$ cat src/rtl/mips_multicycle_control.sv
// ---------------------------------------------------------------------------
// mips_multicycle_control
//
// Main control FSM for a multi-cycle MIPS datapath. It steps through fetch,
// decode, execute, memory and writeback, and holds in any memory state until
// MemReady is seen. It drives the 2-bit Aluop code for the downstream ALU
// control decoder (11 = add, 01 = sub, 00 = R-type via Func) and counts
// retired instructions.
//
// Ports:
//   clk          rising-edge clock
//   rst_n        asynchronous active-low reset (state -> FETCH, count -> 0,
//                every strobe forced low while asserted)
//   Opcode[5:0]  instruction bits [31:26] from the instruction register
//   MemReady     memory access completes in the current cycle
//   PCWrite, PCWriteCond, IorD, MemRead, MemWrite, IRWrite, MemtoReg,
//   RegDst, RegWrite, AluSrcA, AluSrcB[1:0], Aluop[1:0], PCSource[1:0]
//                datapath controls (Moore decode of the state register;
//                IRWrite/PCWrite in FETCH are qualified by MemReady)
//   State[3:0]   current state, for debug
//   InstrCount   retired-instruction counter, CNT_W bits, wraps
//   Illegal      only with MC_CTRL_ILLEGAL_TRAP_EN: high in the HALT state
//
// Configuration macro:
//   MC_CTRL_ILLEGAL_TRAP_EN  unknown opcodes trap into HALT (left only by
//                            reset). Without it they retire as a NOP.
// ---------------------------------------------------------------------------
module mips_multicycle_control #(
    parameter int CNT_W = 32
) (
    input  logic             clk,
    input  logic             rst_n,
    input  logic [5:0]       Opcode,
    input  logic             MemReady,
    output logic             PCWrite,
    output logic             PCWriteCond,
    output logic             IorD,
    output logic             MemRead,
    output logic             MemWrite,
    output logic             IRWrite,
    output logic             MemtoReg,
    output logic             RegDst,
    output logic             RegWrite,
    output logic             AluSrcA,
    output logic [1:0]       AluSrcB,
    output logic [1:0]       Aluop,
    output logic [1:0]       PCSource,
    output logic [3:0]       State,
    output logic [CNT_W-1:0] InstrCount
`ifdef MC_CTRL_ILLEGAL_TRAP_EN
    ,
    output logic             Illegal
`endif
);

    localparam logic [5:0] OP_R    = 6'b000000;
    localparam logic [5:0] OP_LW   = 6'b100011;
    localparam logic [5:0] OP_SW   = 6'b101011;
    localparam logic [5:0] OP_BEQ  = 6'b000100;
    localparam logic [5:0] OP_ADDI = 6'b001000;
    localparam logic [5:0] OP_J    = 6'b000010;

    typedef enum logic [3:0] {
        S_FETCH  = 4'd0,
        S_DECODE = 4'd1,
        S_MEMADR = 4'd2,
        S_MEMRD  = 4'd3,
        S_MEMWB  = 4'd4,
        S_MEMWR  = 4'd5,
        S_EXEC   = 4'd6,
        S_ALUWB  = 4'd7,
        S_BRANCH = 4'd8,
        S_ADDIEX = 4'd9,
        S_ADDIWB = 4'd10,
        S_JUMP   = 4'd11,
        S_HALT   = 4'd12
    } state_t;

    // Registered control word; 'fetch' marks FETCH so that IRWrite/PCWrite
    // can be qualified by MemReady outside the flops.
    typedef struct packed {
        logic       fetch;
        logic       pc_write;
        logic       pc_write_cond;
        logic       iord;
        logic       mem_read;
        logic       mem_write;
        logic       mem_to_reg;
        logic       reg_dst;
        logic       reg_write;
        logic       alu_src_a;
        logic [1:0] alu_src_b;
        logic [1:0] alu_op;
        logic [1:0] pc_source;
`ifdef MC_CTRL_ILLEGAL_TRAP_EN
        logic       illegal;
`endif
    } ctrl_t;

    // Moore decode of one state into the full control word.
    function automatic ctrl_t decode(input state_t s);
        ctrl_t c;
        c        = '0;
        c.alu_op = 2'b11;
        case (s)
            S_FETCH: begin
                c.fetch     = 1'b1;
                c.mem_read  = 1'b1;
                c.alu_src_b = 2'b01;
            end
            S_DECODE: begin
                c.alu_src_b = 2'b11;
            end
            S_MEMADR, S_ADDIEX: begin
                c.alu_src_a = 1'b1;
                c.alu_src_b = 2'b10;
            end
            S_MEMRD: begin
                c.iord     = 1'b1;
                c.mem_read = 1'b1;
            end
            S_MEMWB: begin
                c.reg_write  = 1'b1;
                c.mem_to_reg = 1'b1;
            end
            S_MEMWR: begin
                c.iord      = 1'b1;
                c.mem_write = 1'b1;
            end
            S_EXEC: begin
                c.alu_src_a = 1'b1;
                c.alu_op    = 2'b00;
            end
            S_ALUWB: begin
                c.reg_write = 1'b1;
                c.reg_dst   = 1'b1;
            end
            S_BRANCH: begin
                c.alu_src_a     = 1'b1;
                c.alu_op        = 2'b01;
                c.pc_write_cond = 1'b1;
                c.pc_source     = 2'b01;
            end
            S_ADDIWB: begin
                c.reg_write = 1'b1;
            end
            S_JUMP: begin
                c.pc_write  = 1'b1;
                c.pc_source = 2'b10;
            end
`ifdef MC_CTRL_ILLEGAL_TRAP_EN
            S_HALT: begin
                c.illegal = 1'b1;
            end
`endif
            default: begin
                c.alu_op = 2'b11;
            end
        endcase
        return c;
    endfunction

    state_t           state_q, state_d;
    logic [CNT_W-1:0] cnt_q, cnt_d;
    ctrl_t            ctrl_q, ctrl_d;
    logic             retire_s;

    // Next-state logic; memory states hold until MemReady.
    always_comb begin
        state_d = state_q;
        case (state_q)
            S_FETCH: begin
                if (MemReady) state_d = S_DECODE;
                else          state_d = S_FETCH;
            end
            S_DECODE: begin
                case (Opcode)
                    OP_LW, OP_SW: state_d = S_MEMADR;
                    OP_R:         state_d = S_EXEC;
                    OP_BEQ:       state_d = S_BRANCH;
                    OP_ADDI:      state_d = S_ADDIEX;
                    OP_J:         state_d = S_JUMP;
`ifdef MC_CTRL_ILLEGAL_TRAP_EN
                    default:      state_d = S_HALT;
`else
                    default:      state_d = S_FETCH;
`endif
                endcase
            end
            S_MEMADR: begin
                if (Opcode == OP_SW) state_d = S_MEMWR;
                else                 state_d = S_MEMRD;
            end
            S_MEMRD: begin
                if (MemReady) state_d = S_MEMWB;
                else          state_d = S_MEMRD;
            end
            S_MEMWR: begin
                if (MemReady) state_d = S_FETCH;
                else          state_d = S_MEMWR;
            end
            S_EXEC:   state_d = S_ALUWB;
            S_ADDIEX: state_d = S_ADDIWB;
            S_MEMWB, S_ALUWB, S_BRANCH, S_ADDIWB, S_JUMP: state_d = S_FETCH;
`ifdef MC_CTRL_ILLEGAL_TRAP_EN
            S_HALT:   state_d = S_HALT;
`endif
            default:  state_d = S_FETCH;
        endcase
    end

    // Retirement: any completing state moving into FETCH. DECODE only gets
    // here with an unknown opcode in the non-trapping build (NOP retire).
    always_comb begin
        retire_s = 1'b0;
        if (state_d == S_FETCH) begin
            case (state_q)
                S_MEMWB, S_MEMWR, S_ALUWB, S_BRANCH,
                S_ADDIWB, S_JUMP, S_DECODE: retire_s = 1'b1;
                default:                    retire_s = 1'b0;
            endcase
        end else begin
            retire_s = 1'b0;
        end
    end

    // Counter next value and the control word of the next state.
    always_comb begin
        if (retire_s) cnt_d = cnt_q + CNT_W'(1);
        else          cnt_d = cnt_q;
        ctrl_d = decode(state_d);
    end

    // State, counter and registered control word.
    always_ff @(posedge clk or negedge rst_n) begin
        if (!rst_n) begin
            state_q <= S_FETCH;
            cnt_q   <= '0;
            ctrl_q  <= decode(S_FETCH);
        end else begin
            state_q <= state_d;
            cnt_q   <= cnt_d;
            ctrl_q  <= ctrl_d;
        end
    end

    // Strobes are gated by rst_n so that none can fire while reset is held,
    // even though the control flops already show the FETCH decode.
    assign PCWrite     = rst_n & (ctrl_q.pc_write | (ctrl_q.fetch & MemReady));
    assign IRWrite     = rst_n & ctrl_q.fetch & MemReady;
    assign PCWriteCond = rst_n & ctrl_q.pc_write_cond;
    assign MemRead     = rst_n & ctrl_q.mem_read;
    assign MemWrite    = rst_n & ctrl_q.mem_write;
    assign RegWrite    = rst_n & ctrl_q.reg_write;
    assign IorD        = ctrl_q.iord;
    assign MemtoReg    = ctrl_q.mem_to_reg;
    assign RegDst      = ctrl_q.reg_dst;
    assign AluSrcA     = ctrl_q.alu_src_a;
    assign AluSrcB     = ctrl_q.alu_src_b;
    assign Aluop       = ctrl_q.alu_op;
    assign PCSource    = ctrl_q.pc_source;
    assign State       = state_q;
    assign InstrCount  = cnt_q;
`ifdef MC_CTRL_ILLEGAL_TRAP_EN
    assign Illegal     = ctrl_q.illegal;
`endif

endmodule

$ cat config.mk
export PLATFORM = sky130hd
export DESIGN_NAME = mips_multicycle_control
export DESIGN_NICKNAME = d
export VERILOG_FILES = /design/src/rtl/mips_multicycle_control.sv
export SDC_FILE = /design/constraint.sdc
export NUM_CORES = 1
export LEC_CHECK = 0
export CORE_UTILIZATION = 30
export DETAILED_ROUTE_END_ITERATION = 8
export PLACE_DENSITY_LB_ADDON = 0.08
export SLEW_MARGIN = 20
export SYNTH_ARGS = -nofsm -noshare
export SYNTH_HDL_FRONTEND = slang
export SYNTH_SLANG_ARGS = --single-unit
$ cat constraint.sdc
create_clock -name clk -period 2.75 [get_ports clk]
set_input_delay 0.275 -clock clk [delete_from_list [all_inputs] [get_ports clk]]
set_output_delay 0.275 -clock clk [all_outputs]
set_load 0.05 [all_outputs]
# Word-level counts from Yosys, hierarchy flattened

Cells that the tools add are included.
W data, S select, Z words.

Bits in registers: 52
Input bits: 9
Output and inout port bits: 52
Logic and storage cells: 83

Add/sub/neg operators: 1
Equality and inequality tests: 27
Multiplexer cells: 21
Bitwise logic cells: 9
Reductions and logical operators: 10

Operators with widths:

| kind                    | count |
|---|---|
| $add A32 B1 Y32 const B | 1 |
| $eq A4 B3 Y1 const B    | 8 |
| $eq A4 B4 Y1 const B    | 8 |
| $pmux W4 S7             | 1 |
| $pmux W4 S5             | 1 |
| $eq A4 B2 Y1 const B    | 4 |
| $mux W1                 | 13 |
| $eq A6 B6 Y1 const B    | 2 |
| $mux W3                 | 3 |
| $and A1 B1 Y1           | 8 |
| $eq A4 B1 Y1 const B    | 2 |
| $logic_not A4 Y1        | 2 |
| $pmux W2 S2             | 2 |
| $reduce_or A2 Y1        | 4 |
| $reduce_or A7 Y1        | 1 |
| $eq A6 B2 Y1 const B    | 1 |
| $eq A6 B3 Y1 const B    | 1 |
| $eq A6 B4 Y1 const B    | 1 |
| $logic_not A6 Y1        | 1 |
| $pmux W2 S3             | 1 |
| $reduce_or A4 Y1        | 1 |
| $reduce_or A3 Y1        | 1 |
| $or A1 B1 Y1            | 1 |

# Depth between registers and ports, before layout

Gate-level depths: netlist of the first run.

Word-level depth: 7
Mapped depth: 9
Mapped depth without buffers: 7

# Worst setup path before layout of the first run

No wires, ideal clock.

Path kind: register to register
Start: reg state_q[2] (netlist: State[2])
End: reg cnt_q[8] (netlist: InstrCount[8])
Setup time: 0.142 ns
Data arrival time: 2.424 ns
Required time: 2.608 ns
Setup slack: 0.183 ns
Cell stages (with the launch flop): 9
Buffers on the path: 2
Clock period less this slack: 2.567 ns
Cell sequence: dfrtp_1 buf_2 and4b_1 a211oi_1 o221ai_4 nor4b_4 buf_6 nand3_1 xnor2_1

Cells in the longest elaborated chain, start to end: 4
Elaborated cells on any way between the ends: 17

Ends and longest elaborated chain:

| item                                 | line | text |
|---|---|---|
| start, declared                      | 163  | `state_t state_q, state_d;` |
| start signal, assigned               | 241  | `state_q <= state_d;` |
| $eq A4 B4 Y1 (tied with other cells) | 171  | `case (state_q)` |
| $pmux W4 S7 (*)                      | 171  |  |
| named net state_d[2]                 | 163  |  |
| $logic_not A4 Y1 (*)                 | 216  | `if (state_d == S_FETCH) begin` |
| $mux W1 (*)                          | 216  |  |
| end signal, assigned                 | 242  | `cnt_q <= cnt_d;` |
| end, declared                        | 164  | `logic [CNT_W-1:0] cnt_q, cnt_d;` |

The timed path passes the listed nets; every way through them passes the cells marked *.
A chain may end at the register's enable or synchronous reset.

==> results of run 1 <==
==> critical path, delay by kind of cell (launching register included) <==
kind | cells | cell delay, ps
AOI/OAI and AO/OA | 3 | 770
buffers and inverters | 1 | 230
DFF | 1 | 390
and+or+nand+nor | 3 | 1000
==> per-layer routing <==
metal,wire [microns],global-route usage (%),vias to the layer above,part of all wire (%)
li1,-,-,964,-
met1,2770,18.7,932,48
met2,2540,20.2,51,44
met3,275,3.07,9,4.8
met4,135,6.03,0,2.4
met5,0,0,-,0
==> synthesized netlist by cell type (4+ instances only) <==
| master | count | area share [%] |
|---|---|---|
| inv_1 | 8 | 1.2 |
| and3_1 | 11 | 2.7 |
| nor2b_1 | 5 | 1.2 |
| dfstp_2 | 5 | 5.1 |
| xor2_1 | 4 | 1.4 |
| dfrtp_1 | 46 | 45 |
| nand2b_1 | 6 | 1.5 |
| clkbuf_1 | 4 | 0.59 |
| nand3_1 | 21 | 4.1 |
| buf_2 | 4 | 0.78 |
| and2_1 | 6 | 1.5 |
| and4_1 | 5 | 1.7 |
| xnor2_1 | 30 | 10 |
| nor2_1 | 12 | 1.8 |
| nand4_1 | 11 | 2.7 |
| a21oi_1 | 4 | 0.78 |
| nand2_1 | 13 | 1.9 |
| buf_4 | 6 | 1.8 |
==> sequential cells by signal (all words and copies together) (netlist names) <==
name	count
IorD	1
RegDst	1
InstrCount	32
State	4
PCSource	2
Aluop	2
ctrl_q	5
AluSrcA	1
MemtoReg	1
AluSrcB	2
==> final cells by class <==
type / instances / area [sq um]
Fill cell: 807 / 4780
Sequential cell: 51 / 1280
Multi-Input combinational cell: 163 / 1140
Timing Repair Buffer: 81 / 768
Tap cell: 105 / 131
Clock buffer: 6 / 72.6
Inverter: 8 / 30.0
Clock inverter: 2 / 12.5
==> logic make-up after synthesis <==
group | synth area share [%]
DFF | 50.2
muxes | 0.441
xor gates and xnor gates | 11.7
adders and majority gates | 0.490
buffers and inverters | 5.19
AOI/OAI and AO/OA | 5.63
and+or+nand+nor | 26.4
==> through the flow <==
stage          total power [mW]  utilization [%]  instance area [sq um]  setup WS (ps)
2_1_floorplan              1.76                -                   2550            183
3_3_place_gp               2.15             40.7                   3340           16.9
3_5_place_dp               2.15             40.7                   3340          0.838
4_1_cts                    2.59             41.8                   3440            249
5_1_grt                    2.69             41.8                   3440            115
6_report                   2.55             41.8                   3440            264
==> worst max-delay path by stage <==
| stage | from | end | slack, ps | cells after the start |
|---|---|---|---|---|
| after floorplan | State[2] | InstrCount[8] | 180 | 8 |
| after global placement | Opcode[3] | InstrCount[1] | 20 | 7 |
| after detailed placement | Opcode[3] | InstrCount[1] | 0.8 | 7 |
| after CTS | State[1] | AluSrcB[1] | 250 | 7 |
| after global routing | State[1] | AluSrcB[1] | 120 | 7 |
| final | State[1] | AluSrcB[1] | 260 | 7 |
==> power breakdown <==
group | switching (mW) | internal, mW
clock | 0.241 | 0.178
sequential | 0.0782 | 0.869
combinational | 0.723 | 0.459
==> summary.txt, run 1 <==
Worst setup path
  – WP data arrival: 2700 ps
  – Largest stage delay, worst path: 570 ps
  – R2R Path End: AluSrcB[1]
  – R2R Setup Slk: 260 ps
  – Required time of the critical path: 2960 ps
  – Critical path endpoint category: flip-flop
  – Worst-path maximum fanout: 10
  – Crit-path slowest cell: or4b_4
  – CP startpoint kind: flip-flop
  – Reg2reg start: State[1]
  – Reg2reg path depth: 7
  – Critical-path cell list: or4b_4, a2111oi_0, or3b_1, buf_4, nand2b_1, o22a_1, o31ai_1
  – Worst Setup Path Type: reg -> reg

Logic synthesis
  – Number of distinct library cells after synthesis: 47
  – Register bit total from synthesis: 51
  – Mapped cell area: 2550 sq um
  – Cells after Synth: 238
  – FFs w/ async S/R, synth: 100%
  – Syn nets: 248
  – Seq/Total Area, Yosys: 50.2%
  – Synth Warn #: 0
  – Avg Inst Size Synth: 10.7 sq um
  – EDFF count, synth: 0
  – Top_reg_cell synth: dfrtp_1

Outcome
  – Outcome: complete, no violations

STA
  – Worst slew margin: 67.0%
  – Hold slack: 331 ps
  – Tmin final: 2490 ps
  – Unrepaired setup endpoints after global routing: no
  – Layout Skew: 6.39 ps
  – Worst slew pin tran: 483 ps
  – Final period utilization: 90.4%
  – Final-report hold violation count: 0
  – Achievable clock frequency: 0.402 GHz
  – # setup viols final: 0
  – Final setup TNS: 0 ps
  – Slew Limit Fails: 0

Clock tree
  – Clock Sinks: 51
  – CTS resizes: 0
  – Post-CTS Setup Bufs: 0
  – Root Driver: clkbuf_8
  – Worst-Skew Late Latency: 300 ps
  – H-tree depth: 2
  – Clock slew at reported path FFs: 90 ps
  – TritonCTS clock tree: built
  – Clock Tree Buf Depth: 2
  – TritonCTS Buffers: 5
  – Post-CTS Hold Buffers: 1

Cells and area
  – Non-filler cells, final: 416
  – Most common cell after layout, fill and taps aside: clkdlybuf4s50_1
  – Share of cells above drive strength 1: 13.5%
  – Commonest non-fill, non-tap cells in the layout: clkdlybuf4s50_1, dfrtp_1, xnor2_1
  – # diodes: 0
  – Area growth, synth to finish: 34.5%
  – NumNets Final: 320

Routing
  – Starting DRT DRC Count: 55
  – DRC: 0
  – Routed WL: 5720 microns
  – Vias per inst: 4.70
  – Routed wire per std cell: 13.8 microns
  – TritonRoute pass-1 iters: 4
  – ANT nets after route: 0
  – Via Count: 1956

Die
  – Die area: 8890 sq um
  – Die height: 94.3 microns
  – Area of the core: 8220 sq um
  – Chip Width: 94.3 microns
  – Io pins: 61
  – Starting Density: 31.1%
  – Floorplan row count: 33

Hold path
  – Min-Delay Path Class: in -> async

GRT
  – Vias in the first global route: 1848
  – GRT overflow: 0
  – Tot GR Track Use: 13.6%
  – First-pass GRT wire length: 9260 microns
  – Initial antenna violation count: 0
  – Largest net degree at the start of global routing: 29

Pwr
  – Leak Pwr: 1.44 nW
  – Peak VDD IR: 503 uV
  – Pwr/cell area: 741 nW/um^2

Placement
  – Gpl congestion: 0.717
  – Final HPWL DP: 4210 microns
  – Cells after DPL: 407
  – Port Buffers: 60

Run
  – Max-cap violations: 0
Power figures use the tool's default switching activity.
==> run 2, diff against run 1 <==
--- a/config.mk
+++ b/config.mk
@@ -7,7 +7,7 @@
 export LEC_CHECK = 0
 export CORE_UTILIZATION = 30
 export DETAILED_ROUTE_END_ITERATION = 8
-export PLACE_DENSITY_LB_ADDON = 0.08
+export PLACE_DENSITY = 0.62
 export SLEW_MARGIN = 20
 export SYNTH_ARGS = -nofsm -noshare
 export SYNTH_HDL_FRONTEND = slang
==> run 2 against run 1 <==
Compared with the run above: clock power about the same; global-route usage decreased by 0.43 points; maximum frequency increased by 3.2%; clock skew increased by 7.5 ps; sequential share of layout area increased by 0.16 points; hold slack improved by 39 ps; critical path depth decreased by 1; largest cell class unchanged.
==> summary.txt, run 2 (same netlist as run 1, synthesis figures left out) <==
Outcome
  – Outcome: complete, no violations

STA
  – Final period utilization: 87.6%
  – Slew Limit Fails: 0
  – Achievable clock frequency: 0.415 GHz
  – Unrepaired setup endpoints after global routing: no
  – Final-report hold violation count: 0
  – Worst slew pin tran: 523 ps
  – Final setup TNS: 0 ps
  – # setup viols final: 0
  – Tmin final: 2410 ps
  – Hold slack: 370 ps
  – Layout Skew: 13.9 ps
  – Worst slew margin: 65.1%

Pwr
  – Sw Ratio: 40.7%
  – Pwr/cell area: 741 nW/um^2
  – Combinational share of power: 46.1%
  – Sw power: 1.03 mW
  – Leak Pwr: 1.43 nW
  – Peak VDD IR: 571 uV
  – Pwr Total: 2.54 mW
  – Int Power: 1.50 mW
  – Register share of total power: 37.5%
  – Clock power frac: 16.4%

Worst setup path
  – Worst Setup Path Type: reg -> reg
  – Required time of the critical path: 2950 ps
  – Worst-path maximum fanout: 15
  – Worst setup startpoint: State[1]
  – Reg2reg start: State[1]
  – Largest stage delay, worst path: 560 ps
  – CP top delay family: simple AND/OR/NAND/NOR gates
  – Critical-path cell list: or4b_4, or4_4, o221ai_4, nor4b_4, buf_12, mux2_2
  – Critical path endpoint category: flip-flop
  – Crit path buf inv count: 1
  – CP startpoint kind: flip-flop
  – Crit-path slowest cell: or4b_4
  – WP data arrival: 2600 ps

Routing
  – Starting DRT DRC Count: 52
  – TritonRoute pass-1 iters: 4
  – Routed WL: 5400 microns
  – Routed wire per std cell: 13.0 microns
  – Via Count: 1964
  – Vias per inst: 4.74
  – ANT nets after route: 0
  – DRC: 0

Die
  – Die height: 94.3 microns
  – Floorplan row count: 33
  – Die area: 8890 sq um
  – Area of the core: 8220 sq um
  – Chip Width: 94.3 microns
  – Io pins: 61
  – Starting Density: 31.1%

Cells and area
  – Share of cells above drive strength 1: 12.9%
  – # diodes: 0
  – Area growth, synth to finish: 33.9%
  – Most common cell after layout, fill and taps aside: clkdlybuf4s50_1
  – Max FFs per register: 32
  – Commonest non-fill, non-tap cells in the layout: clkdlybuf4s50_1, dfrtp_1, xnor2_1
  – NumNets Final: 318

Clock tree
  – Clock Sinks: 51
  – Clock slew at reported path FFs: 100 ps
  – Post-CTS Setup Bufs: 0
  – H-tree depth: 2
  – TritonCTS Buffers: 5
  – TritonCTS clock tree: built
  – CTS resizes: 0
  – Clock Tree Buf Depth: 2
  – Root Driver: clkbuf_8
  – Worst-Skew Late Latency: 300 ps

GRT
  – Largest net degree at the start of global routing: 35
  – GRT overflow: 0
  – Initial antenna violation count: 0
  – Vias in the first global route: 1898
  – First-pass GRT wire length: 9150 microns
  – Tot GR Track Use: 13.2%

Placement
  – Gpl congestion: 0.806
  – Port Buffers: 60
  – Final HPWL DP: 3910 microns

Hold path
  – Min-Delay Path Class: in -> async

Run
  – Max-cap violations: 0
==> run 2: worst paths after layout <==
check | to | slack (ps) | cells past startpoint
setup / recovery | InstrCount[1] | 340 | 6
hold / removal | AluSrcA | 370 | 2
min in group clk | InstrCount[31] | 490 | 1
hold reg to reg | InstrCount[31] | 490 | 1
setup reg to reg | InstrCount[1] | 340 | 6
max in group asynchronous | ctrl_q[11] | 1660 | 3
==> run 2: through the flow <==
step | cells | worst slack [ps] | area [sq um] | utilization, %
2_1_floorplan | 238 | 183 | 2550 | -
3_3_place_gp | 405 | 42.5 | 3330 | 40.5
3_5_place_dp | 405 | 23.9 | 3330 | 40.5
4_1_cts | 414 | 335 | 3420 | 41.6
5_1_grt | 414 | 124 | 3420 | 41.6
6_report | 414 | 342 | 3420 | 41.6
==> run 2: layout make-up <==
| cell class | instances | area [sq um] |
|---|---|---|
| tap | 105 | 131 |
| clock inverter | 2 | 12.5 |
| fill | 814 | 4790 |
| inverter | 8 | 30.0 |
| clock buffer | 6 | 72.6 |
| multi-input combinational | 163 | 1140 |
| sequential | 51 | 1280 |
| timing repair buffer | 79 | 753 |
==> run 2: layer usage <==
layer | part of all wire, % | GRT usage [%]
met1 | 47 | 16.9
met2 | 47 | 21.8
met3 | 4.7 | 3.56
met4 | 0.94 | 3.08
met5 | 0 | 0
==> run 2: repair_timing <==
item	in CTS	in global routing
hold buffers	1	0
endpoints found under the setup margin	0	0
endpoints found under the hold margin	3	0
==> run 2: power groups by stage <==
stage / Clock [mW] / Combinational, mW / Sequential [mW]
floorplan: 0 / 0.568 / 1.20
global route: 0.470 / 1.26 / 0.968
detailed placement: 0 / 1.17 / 0.963
CTS: 0.441 / 1.18 / 0.951
finish: 0.417 / 1.17 / 0.949
global placement: 0 / 1.16 / 0.962
==> run 3, diff against run 2 <==
--- a/config.mk
+++ b/config.mk
@@ -8,7 +8,6 @@
 export CORE_UTILIZATION = 30
 export DETAILED_ROUTE_END_ITERATION = 8
 export PLACE_DENSITY = 0.62
-export SLEW_MARGIN = 20
 export SYNTH_ARGS = -nofsm -noshare
 export SYNTH_HDL_FRONTEND = slang
 export SYNTH_SLANG_ARGS = --single-unit
==> results of run 3 <==
The final DEF is identical to that of run 2; final timing and power are the same.
